### config.mk
export PLATFORM = sky130hd
export DESIGN_NAME = oam_dma_ctrl
export DESIGN_NICKNAME = d
export VERILOG_FILES = /design/src/rtl/oam_dma_ctrl.sv
export SDC_FILE = /design/constraint.sdc
export NUM_CORES = 1
export LEC_CHECK = 0
export CAP_MARGIN = 20
export CORE_MARGIN = 2
export CORE_UTILIZATION = 44
export DETAILED_ROUTE_END_ITERATION = 10
export GPL_TIMING_DRIVEN = 0
export HOLD_SLACK_MARGIN = 0.12
export PLACE_DENSITY_LB_ADDON = 0.25
export SLEW_MARGIN = 20
export SYNTH_ARGS = -nofsm -noshare
export SYNTH_HDL_FRONTEND = slang
export SYNTH_SLANG_ARGS = --single-unit
### constraint.sdc
create_clock -name clk -period 2.1 [get_ports clk]
set_input_delay 0.21 -clock clk [delete_from_list [all_inputs] [get_ports clk]]
set_output_delay 0.21 -clock clk [all_outputs]
set_load 0.05 [all_outputs]
### src/rtl/oam_dma_ctrl.sv
// Sprite-DMA controller: copies one 256-byte page into the PPU OAM data port
// while stalling the CPU. Define DMA_ALIGN_EN to compile in the even-cycle ALIGN state.
module oam_dma_ctrl #(
    parameter logic [15:0] TRIGGER_ADDR  = 16'h4014,
    parameter logic [15:0] OAM_DATA_ADDR = 16'h2004
) (
    input  logic        clk,
    input  logic        reset_n,
    input  logic [15:0] cpu_addr,
    input  logic [7:0]  cpu_dout,
    input  logic        cpu_we,
    input  logic [7:0]  mem_din,
    output logic        rdy_o,
    output logic        bus_grant,
    output logic [15:0] dma_addr,
    output logic [7:0]  dma_dout,
    output logic        dma_we,
    output logic        dma_done
);

    typedef enum logic [2:0] {
        ST_IDLE  = 3'd0,
        ST_HALT  = 3'd1,
        ST_ALIGN = 3'd2,
        ST_READ  = 3'd3,
        ST_WRITE = 3'd4
    } state_e;

    state_e      state_q, state_d;
    logic [7:0]  page_q, page_d;
    logic [7:0]  cnt_q, cnt_d;
    logic [7:0]  data_q, data_d;
    logic        rdy_q, rdy_d;
    logic        grant_q, grant_d;
    logic [15:0] addr_q, addr_d;
    logic        we_q, we_d;
    logic        done_q, done_d;
`ifdef DMA_ALIGN_EN
    logic        cyc_odd_q, cyc_odd_d;

    // Free-running cycle parity, cleared only by reset
    always_comb begin
        cyc_odd_d = ~cyc_odd_q;
    end
`endif

    // Next-state, transfer bookkeeping and completion pulse
    always_comb begin
        state_d = state_q;
        page_d  = page_q;
        cnt_d   = cnt_q;
        data_d  = data_q;
        done_d  = 1'b0;
        case (state_q)
            ST_IDLE: begin
                if (cpu_we && (cpu_addr == TRIGGER_ADDR)) begin
                    page_d  = cpu_dout;
                    cnt_d   = 8'h00;
                    state_d = ST_HALT;
                end else begin
                    state_d = ST_IDLE;
                end
            end
            ST_HALT: begin
                // The CPU only honours rdy on a read cycle, so wait out its writes.
                if (cpu_we) begin
                    state_d = ST_HALT;
                end else begin
`ifdef DMA_ALIGN_EN
                    if (cyc_odd_q) begin
                        state_d = ST_READ;
                    end else begin
                        state_d = ST_ALIGN;
                    end
`else
                    state_d = ST_READ;
`endif
                end
            end
            ST_ALIGN: begin
                state_d = ST_READ;
            end
            ST_READ: begin
                data_d  = mem_din;
                state_d = ST_WRITE;
            end
            ST_WRITE: begin
                if (cnt_q == 8'hFF) begin
                    state_d = ST_IDLE;
                    done_d  = 1'b1;
                end else begin
                    cnt_d   = cnt_q + 8'd1;
                    state_d = ST_READ;
                end
            end
            default: begin
                state_d = ST_IDLE;
            end
        endcase
    end

    // Moore outputs decoded from the next state so they register in step with it
    always_comb begin
        rdy_d   = (state_d == ST_IDLE);
        grant_d = (state_d == ST_ALIGN) || (state_d == ST_READ) || (state_d == ST_WRITE);
        case (state_d)
            ST_READ: begin
                addr_d = {page_d, cnt_d};
                we_d   = 1'b0;
            end
            ST_WRITE: begin
                addr_d = OAM_DATA_ADDR;
                we_d   = 1'b1;
            end
            default: begin
                addr_d = 16'h0000;
                we_d   = 1'b0;
            end
        endcase
    end

    // State and output registers with synchronous active-low reset
    always_ff @(posedge clk) begin
        if (!reset_n) begin
            state_q   <= ST_IDLE;
            page_q    <= 8'h00;
            cnt_q     <= 8'h00;
            data_q    <= 8'h00;
            rdy_q     <= 1'b1;
            grant_q   <= 1'b0;
            addr_q    <= 16'h0000;
            we_q      <= 1'b0;
            done_q    <= 1'b0;
`ifdef DMA_ALIGN_EN
            cyc_odd_q <= 1'b0;
`endif
        end else begin
            state_q   <= state_d;
            page_q    <= page_d;
            cnt_q     <= cnt_d;
            data_q    <= data_d;
            rdy_q     <= rdy_d;
            grant_q   <= grant_d;
            addr_q    <= addr_d;
            we_q      <= we_d;
            done_q    <= done_d;
`ifdef DMA_ALIGN_EN
            cyc_odd_q <= cyc_odd_d;
`endif
        end
    end

    assign rdy_o     = rdy_q;
    assign bus_grant = grant_q;
    assign dma_addr  = addr_q;
    assign dma_dout  = data_q;
    assign dma_we    = we_q;
    assign dma_done  = done_q;

endmodule
After elaboration in Yosys (flattened, before gate mapping)
Cells that the tools add are included.
- output and inout bits: 28
- register bits after elaboration: 47
- word-level logic and storage cells: 37
- reduce and logical (&&, ||, !) cells: 6
- mux-type cells: 12
- add/subtract/negate cells: 1
- equal/unequal tests: 9
- operators by type and width (operator ; number):
    2-to-1 mux 8 bit ; 4
    one-hot mux 16 bit (2 select lines) ; 1
    equality test 16 x 15 -> 1 bit, second input constant ; 1
    one-hot mux 8 bit (2 select lines) ; 1
    one-hot mux 3 bit (5 select lines) ; 1
    equality test 3 x 2 -> 1 bit, second input constant ; 4
    adder 8 x 1 -> 8 bit, second input constant ; 1
    equality test 8 bit, second input constant ; 1
    equality test 3 bit, second input constant ; 2
    zero test 3 bit ; 2
    2-to-1 mux 2 bit ; 2
    equality test 3 x 1 -> 1 bit, second input constant ; 1
    2-to-1 mux 1 bit ; 3
    logical OR 1 bit ; 2
    AND reduction 2 bit ; 1
    logical AND 1 bit ; 1

Logic depth before layout (Yosys ltp)
Gate-level depths: netlist of run 1.
- word-level depth: 7
- mapped depth: 8

Worst setup path after synthesis of run 1
OpenSTA, ideal clock, no wires.
- path type: flip-flop to flip-flop
- start point: register cnt_q[0]
- end point: register addr_q[13] (netlist: dma_addr[13])
- stages on the path, launching flop included: 9
- data arrival time: 1703 ps
- setup slack: 283 ps
- clock period less this slack: 1817 ps
- cell sequence: dfxtp_1 ha_1 nand4_1 o21ai_2 o21a_1 or2_1 buf_4 inv_4 a21o_1
- cells in the longest elaborated chain, start to end: 5
- elaborated cells between the ends (all ways): 6
- RTL lines (what ; RTL line ; text):
    start, declared ; 31 ; logic [7:0] cnt_q, cnt_d;
    start signal, assigned ; 140 ; cnt_q <= cnt_d;
    equality test 8 bit * ; 88 ; if (cnt_q == 8'hFF) begin
    2-to-1 mux 2 bit * ; 88 ;
    one-hot mux 3 bit (5 select lines) * ; 54 ; case (state_q)
    equality test 3 bit / equality test 3 x 2 -> 1 bit (equally long branches) ; 106 ; case (state_d)
    one-hot mux 16 bit (2 select lines) * ; 106 ;
    end signal, assigned ; 144 ; addr_q <= addr_d;
    end, declared ; 35 ; logic [15:0] addr_q, addr_d;
Every way passes the cells marked *; elsewhere a longest branch is shown, timed or not.
A chain may end at the register's enable or synchronous reset.

Worst setup path in the final report of run 1
- start point: input port cpu_we
- end point: register addr_q[7] (netlist: dma_addr[7])
- cells in the longest elaborated chain, start to end: 5
- elaborated cells between the ends (all ways): 9
- RTL lines (what ; RTL line ; text):
    start, declared ; 11 ; input logic cpu_we,
    logical AND 1 bit ; 56 ; if (cpu_we && (cpu_addr == TRIGGER_ADDR)) begin
    2-to-1 mux 1 bit ; 56 ;
    one-hot mux 3 bit (5 select lines) ; 54 ;
    equality test 3 bit / equality test 3 x 2 -> 1 bit (equally long branches) ; 106 ;
    one-hot mux 16 bit (2 select lines) * ; 106 ;
Marked as above.

==> results of run 1 <==
stage by stage:
stage	setup WS (ns)	hold slack, ns	instance area [sq um]	total power, mW	TNS [ns]
after floorplan	0.283	0.272	1750	0.924	0
after global placement	-0.165	0.433	2430	0.994	-1.30
after detailed placement	-0.218	0.441	2430	0.995	-2.21
after CTS	0.0602	0.447	2560	1.68	0
after global routing	0.0140	0.464	2600	1.73	0
final	0.142	0.448	2600	1.68	0
power groups by stage:
stage	Clock, mW	Combinational, mW	Sequential (mW)
finish	0.703	0.0868	0.890
global placement	0	0.0827	0.911
detailed placement	0	0.0836	0.911
global route	0.744	0.0919	0.891
CTS	0.710	0.0843	0.890
floorplan	0	0.0131	0.911
final timing paths:
path              start           to  slack [ns]  depth (start not counted)
max              cpu_we  dma_addr[7]        0.14                          8
min reg2reg   page_q[2]    page_q[2]        0.45                          2
max reg2reg    cnt_q[0]  dma_addr[3]        0.19                          7
min          mem_din[4]  dma_dout[4]        0.45                          3
cell usage after synthesis, types with 2 or more instances:
cell	count
and2_1	7
nor2b_1	2
nor3_1	2
nand4_1	3
mux2i_1	3
and3_1	2
nor2_1	15
nand3_1	3
o22ai_1	2
or3_1	2
inv_1	3
a21oi_1	18
nor3b_1	2
o21ai_0	6
dfxtp_1	47
clkbuf_1	3
nand2_1	38
o21a_1	2
area by class of cell:
| class | instances | share of cell area, % |
|---|---|---|
| plain buffers | 5 | 1.15 |
| clock buffers | 6 | 3.17 |
| clock inverters | 2 | 1.49 |
| inverters | 4 | 0.673 |
| multi-input cells | 130 | 29.5 |
| flip-flops and latches | 47 | 36.1 |
| well taps | 48 | 2.31 |
| repair buffers | 68 | 25.6 |
per-layer routing:
metal | vias up | GRT usage, % | share of wire [%]
li1 | 784 | - | -
met1 | 678 | 22.1 | 43
met2 | 66 | 30.6 | 43
met3 | 5 | 8.45 | 12
met4 | 0 | 6.12 | 1.4
met5 | - | 0 | 0
tightest hold or removal path, stage by stage:
cell and delay, ns:
clkdlybuf4s50_1 0.39, nand2_1 0.05, a21oi_1 0.05
cell families after synthesis:
kind of cell | count (synthesis) | share of synthesized area, %
DFF | 47 | 53.8
and+or+nand+nor | 89 | 27.3
xor gates and xnor gates | 1 | 0.501
muxes | 3 | 1.72
adders and majority gates | 1 | 0.716
AOI/OAI and AO/OA | 36 | 13.2
buffers and inverters | 9 | 2.72
state kept, by name (all words and copies together), names as in the netlist:
signal and count:
dma_addr 16, bus_grant 1, page_q 8, dma_we 1
state_q 3, rdy_o 1, cnt_q 8, dma_done 1
dma_dout 8
timing repair:
action,4_1_cts,5_1_grt
hold endpoints to repair,0,0
pin swaps,1,2
gates resized for setup,1,1
setup buffers,1,5
endpoints found under the setup margin,8,8
cloned,0,0
==> results.cfg, run 1 <==
[detailed_routing]
viasPerCell = 4.95
ant_nets = 0
vias = 1533
drtIter0Drc = 67
drc_errors = 0
first_pass_iters = 4
detail_route.wirelength_microns = 4090
wire_per_inst_microns = 13.2

[timing]
tightest_slew_ns = 0.542
setup_violations = 0
fin_crit_sh_pct = 93.2
period_needed_ns = 1.96
max_freq_ghz = 0.511
slew_violations = 0
finClkSkew_ns = 0.00314
rsz0062_at_grt = false
hold_viol_final = 0
slew_headroom_pct = 63.7

[yosys]
synth_edf_count = 0
yosysWarnings = 0
synth_area_leaders = dfxtp_1 (54%), nand2_1 (8.2%), a21oi_1 (5.2%)
yosysTopAreaCellShare_pct = 53.8
async_flop_share_pct = 0
synthFlopType = dfxtp_1
avgSynthCellArea_sq_um = 9.40
netlist-cell-type-count = 44
synth_top_cell_by_area = dfxtp_1
ys_seq_area_share_pct = 53.8
syn_nets = 222
synth_seq_cells = 47
syn_area_sq_um = 1750
netlist_instances = 186

[global_routing]
grt_pass1_wl_microns = 6310
grt_use_total_pct = 18.9
first_global_vias = 1412
grt_max_degree = 16
antenna_found_initial = 0
overflow = 0

[run_status]
status = complete, no violations

[finish]
stdcell_count = 310
most-common-layout-cells = clkdlybuf4s50_1 (62), dfxtp_1 (47), nand2_1 (38), a21oi_1 (18), nor2_1 (15)
syn2layout_area_growth_pct = 49.0
final_common_cell = clkdlybuf4s50_1
nNetsFinal = 297
nFillCells = 314
drive_above_1_share_pct = 11.1
diodes = 0
utilization_pct = 69.6
ff_latch_area_sq_um = 941
multi_input_area_sq_um = 768

[setup_path]
crit_required_ns = 2.30
cpMaxStageDelayCell = clkdlybuf4s50_1
max_stage_delay_ns = 0.50
cp-start-kind = primary input
critPathTopFamily = buffers and inverters
worst-setup-path-type = in -> reg
path_buf_inv = 3
crit_top_cell = buf_4
critPathCaptureType = flop
worst-path-max-fanout = 5
cp.arrival_ns = 2.16
crit_chain = clkdlybuf4s50_1 > nor4b_2 > nand4b_2 > o31ai_4 > buf_4 > buf_4 > o21ai_0 > nor2b_1

[die]
core_sq_um = 3740
io_pins = 63
start_util_pct = 46.7
dieHeight_microns = 67.0
die_w_microns = 67.0
dieArea_sq_um = 4490
rows = 22

[power]
p_comb_share_pct = 5.2
power_density_nw_per_um2 = 645
switching_share_pct = 20.0
ir_drop_uv = 519
p_int_mw = 1.34
switching_power_mw = 0.336
total_leakage_power_nw = 0.929
clkPwrFrac_pct = 41.9
seq_power_share_pct = 53.0

[placement]
place.gp.congestion = 0.869
dp_hpwl_microns = 2820
port_buffers = 62
dpl.cell_count = 296

[clock_network]
cts_htree_levels = 2
clockRootBuffer = clkbuf_8
insertion_delay_ns = 0.30
cts-buffers-inserted = 5
cts_tree = yes
clock_path_buffers = 2
cts_sinks = 47
ctsHoldBuffers = 0
clk_pin_slew_ns = 0.09

[job]
cap_violations = 0

[min_path]
hp-class = in -> reg
No activity file was read; power rests on OpenSTA's default activity.
==> run 2, diff against run 1 <==
--- a/config.mk
+++ b/config.mk
@@ -6,8 +6,10 @@
 export NUM_CORES = 1
 export LEC_CHECK = 0
 export CAP_MARGIN = 20
+export CELL_PAD_IN_SITES_DETAIL_PLACEMENT = 1
+export CELL_PAD_IN_SITES_GLOBAL_PLACEMENT = 2
 export CORE_MARGIN = 2
-export CORE_UTILIZATION = 44
+export CORE_UTILIZATION = 25
 export DETAILED_ROUTE_END_ITERATION = 10
 export GPL_TIMING_DRIVEN = 0
 export HOLD_SLACK_MARGIN = 0.12
==> run 2 against run 1 <==
Compared with the run above: cell area is 0.48% higher; sequential share of layout area is 0.17 points lower; core utilization is 31 points lower; die area is 71% higher; combinational power is 0.5% higher; flip-flop and latch count stayed put; global-route usage is 6.3 points lower; non-clock buffer count is 3 lower; count of clock-buffer cells in the layout stayed put; setup slack better by 0.018 ns; power is 6.6% lower.
==> results.cfg, run 2 (same netlist as run 1, synthesis figures left out) <==
[die]
rows = 30
dieArea_sq_um = 7680
dieHeight_microns = 87.6
io_pins = 63
core_sq_um = 6790
start_util_pct = 25.7
die_w_microns = 87.6

[global_routing]
grt_util_met3_pct = 5.56
grtUsageMet1_pct = 15.9
use_met2_pct = 18.6
grt_max_degree = 16
grt_use_total_pct = 12.5
overflow = 0
top_usage_layer = met2
grt_pass1_wl_microns = 7400
first_global_vias = 1566
antenna_found_initial = 0

[timing]
setup_tns_ns = 0
slew_violations = 0
finClkSkew_ns = 0.00617
rsz0062_at_grt = false
period_needed_ns = 1.94
tightest_slew_ns = 0.603
slew_headroom_pct = 59.6
setup_violations = 0
max_freq_ghz = 0.516
fin_crit_sh_pct = 92.4
hold_viol_final = 0

[setup_path]
crit_required_ns = 2.31
max_stage_delay_ns = 0.52
crit_chain = clkdlybuf4s50_1 > nor4b_2 > nand4b_2 > or3_1 > buf_6 > a41o_1 > nor2b_4
cpMaxStageDelayCell = clkdlybuf4s50_1
critPathTopFamily = simple AND/OR/NAND/NOR gates
cp-start-kind = primary input
worst-setup-path-type = in -> reg
critPathCaptureType = flop
cp.arrival_ns = 2.14
worst-path-max-fanout = 8
path_buf_inv = 2

[power]
ir_drop_uv = 217
total_leakage_power_nw = 0.906
p_total_mw = 1.57
power_density_nw_per_um2 = 600

[finish]
diodes = 0
utilization_pct = 38.5
most-common-layout-cells = clkdlybuf4s50_1 (62), dfxtp_1 (47), nand2_1 (38), a21oi_1 (18), nor2_1 (15)
nFillCells = 787
finalInstanceArea_sq_um = 2620
drive_above_1_share_pct = 10.0
syn2layout_area_growth_pct = 49.7
nNetsFinal = 294
final_common_cell = clkdlybuf4s50_1
largest_reg_flops = 16

[clock_network]
cts_htree_levels = 2
cts_sinks = 47
cts-buffers-inserted = 5
clk_pin_slew_ns = 0.09
cts_tree = yes
clock_path_buffers = 2
insertion_delay_ns = 0.31
clockRootBuffer = clkbuf_8

[detailed_routing]
drc_errors = 0
wire_per_inst_microns = 12.9
viasPerCell = 4.37
first_pass_iters = 2
ant_nets = 0
detail_route.wirelength_microns = 4590
vias = 1551
drtIter0Drc = 43

[job]
cap_violations = 0

[placement]
port_buffers = 62
dp_hpwl_microns = 3340
placed_area_sq_um = 2490
place.gp.congestion = 0.789

[min_path]
hp-class = in -> reg

[run_status]
status = complete, no violations
-- run 2: layer usage --
layer,up-vias,part of all wire (%)
met2,50,40
met5,-,0
met3,7,9.8
met4,0,1.7
li1,776,-
met1,718,48
-- run 2: area by class of cell --
| type | instances | area (sq um) | area share (%) |
|---|---|---|---|
| Buffer | 5 | 30.0 | 1.15 |
| Clock buffer | 6 | 82.6 | 3.16 |
| Clock inverter | 2 | 13.8 | 0.526 |
| Inverter | 4 | 17.5 | 0.670 |
| Multi-Input combinational cell | 130 | 768 | 29.4 |
| Sequential cell | 47 | 941 | 36.0 |
| Tap cell | 96 | 120 | 4.59 |
| Timing Repair Buffer | 65 | 643 | 24.6 |
-- run 2: repair_timing --
item	4_1_cts	5_1_grt
gates resized for setup	1	1
setup buffers	1	2
hold buffers	0	0
setup endpoints to repair	8	8
pin swaps	0	1
gates cloned	0	0
-- run 2: worst paths after layout --
path         startpoint      endpoint  slack (ns)  cells after the start
max              cpu_we   dma_addr[4]        0.16                      7
min reg2reg   page_q[7]     page_q[7]        0.46                      2
min          mem_din[1]   dma_dout[1]        0.44                      3
max reg2reg    cnt_q[0]  dma_addr[13]        0.18                      8
-- run 2: power by group --
group,leakage [nW],switching (mW),internal (mW),total [mW]
combinational,0.476,0.0247,0.0625,0.0872
clock,0.0516,0.323,0.270,0.593
sequential,0.378,0.0000286,0.890,0.890
total,0.906,0.348,1.22,1.57
-- run 2: worst reg2reg max path, stage by stage (launching register included) --
cell     delay [ns]
dfxtp_1        0.39
ha_1           0.21
nand4_1        0.18
o21ai_4        0.27
o21a_2         0.25
or2_1          0.12
buf_4          0.16
inv_4          0.07
a21o_1         0.17
-- run 2: stage by stage --
stage	hold slack, ns	cells	worst slack, ns
finish	0.436	355	0.160
global route	0.437	355	0.0180
CTS	0.429	353	0.0617
detailed placement	0.444	344	-0.281
global placement	0.435	344	-0.272
floorplan	0.272	186	0.283
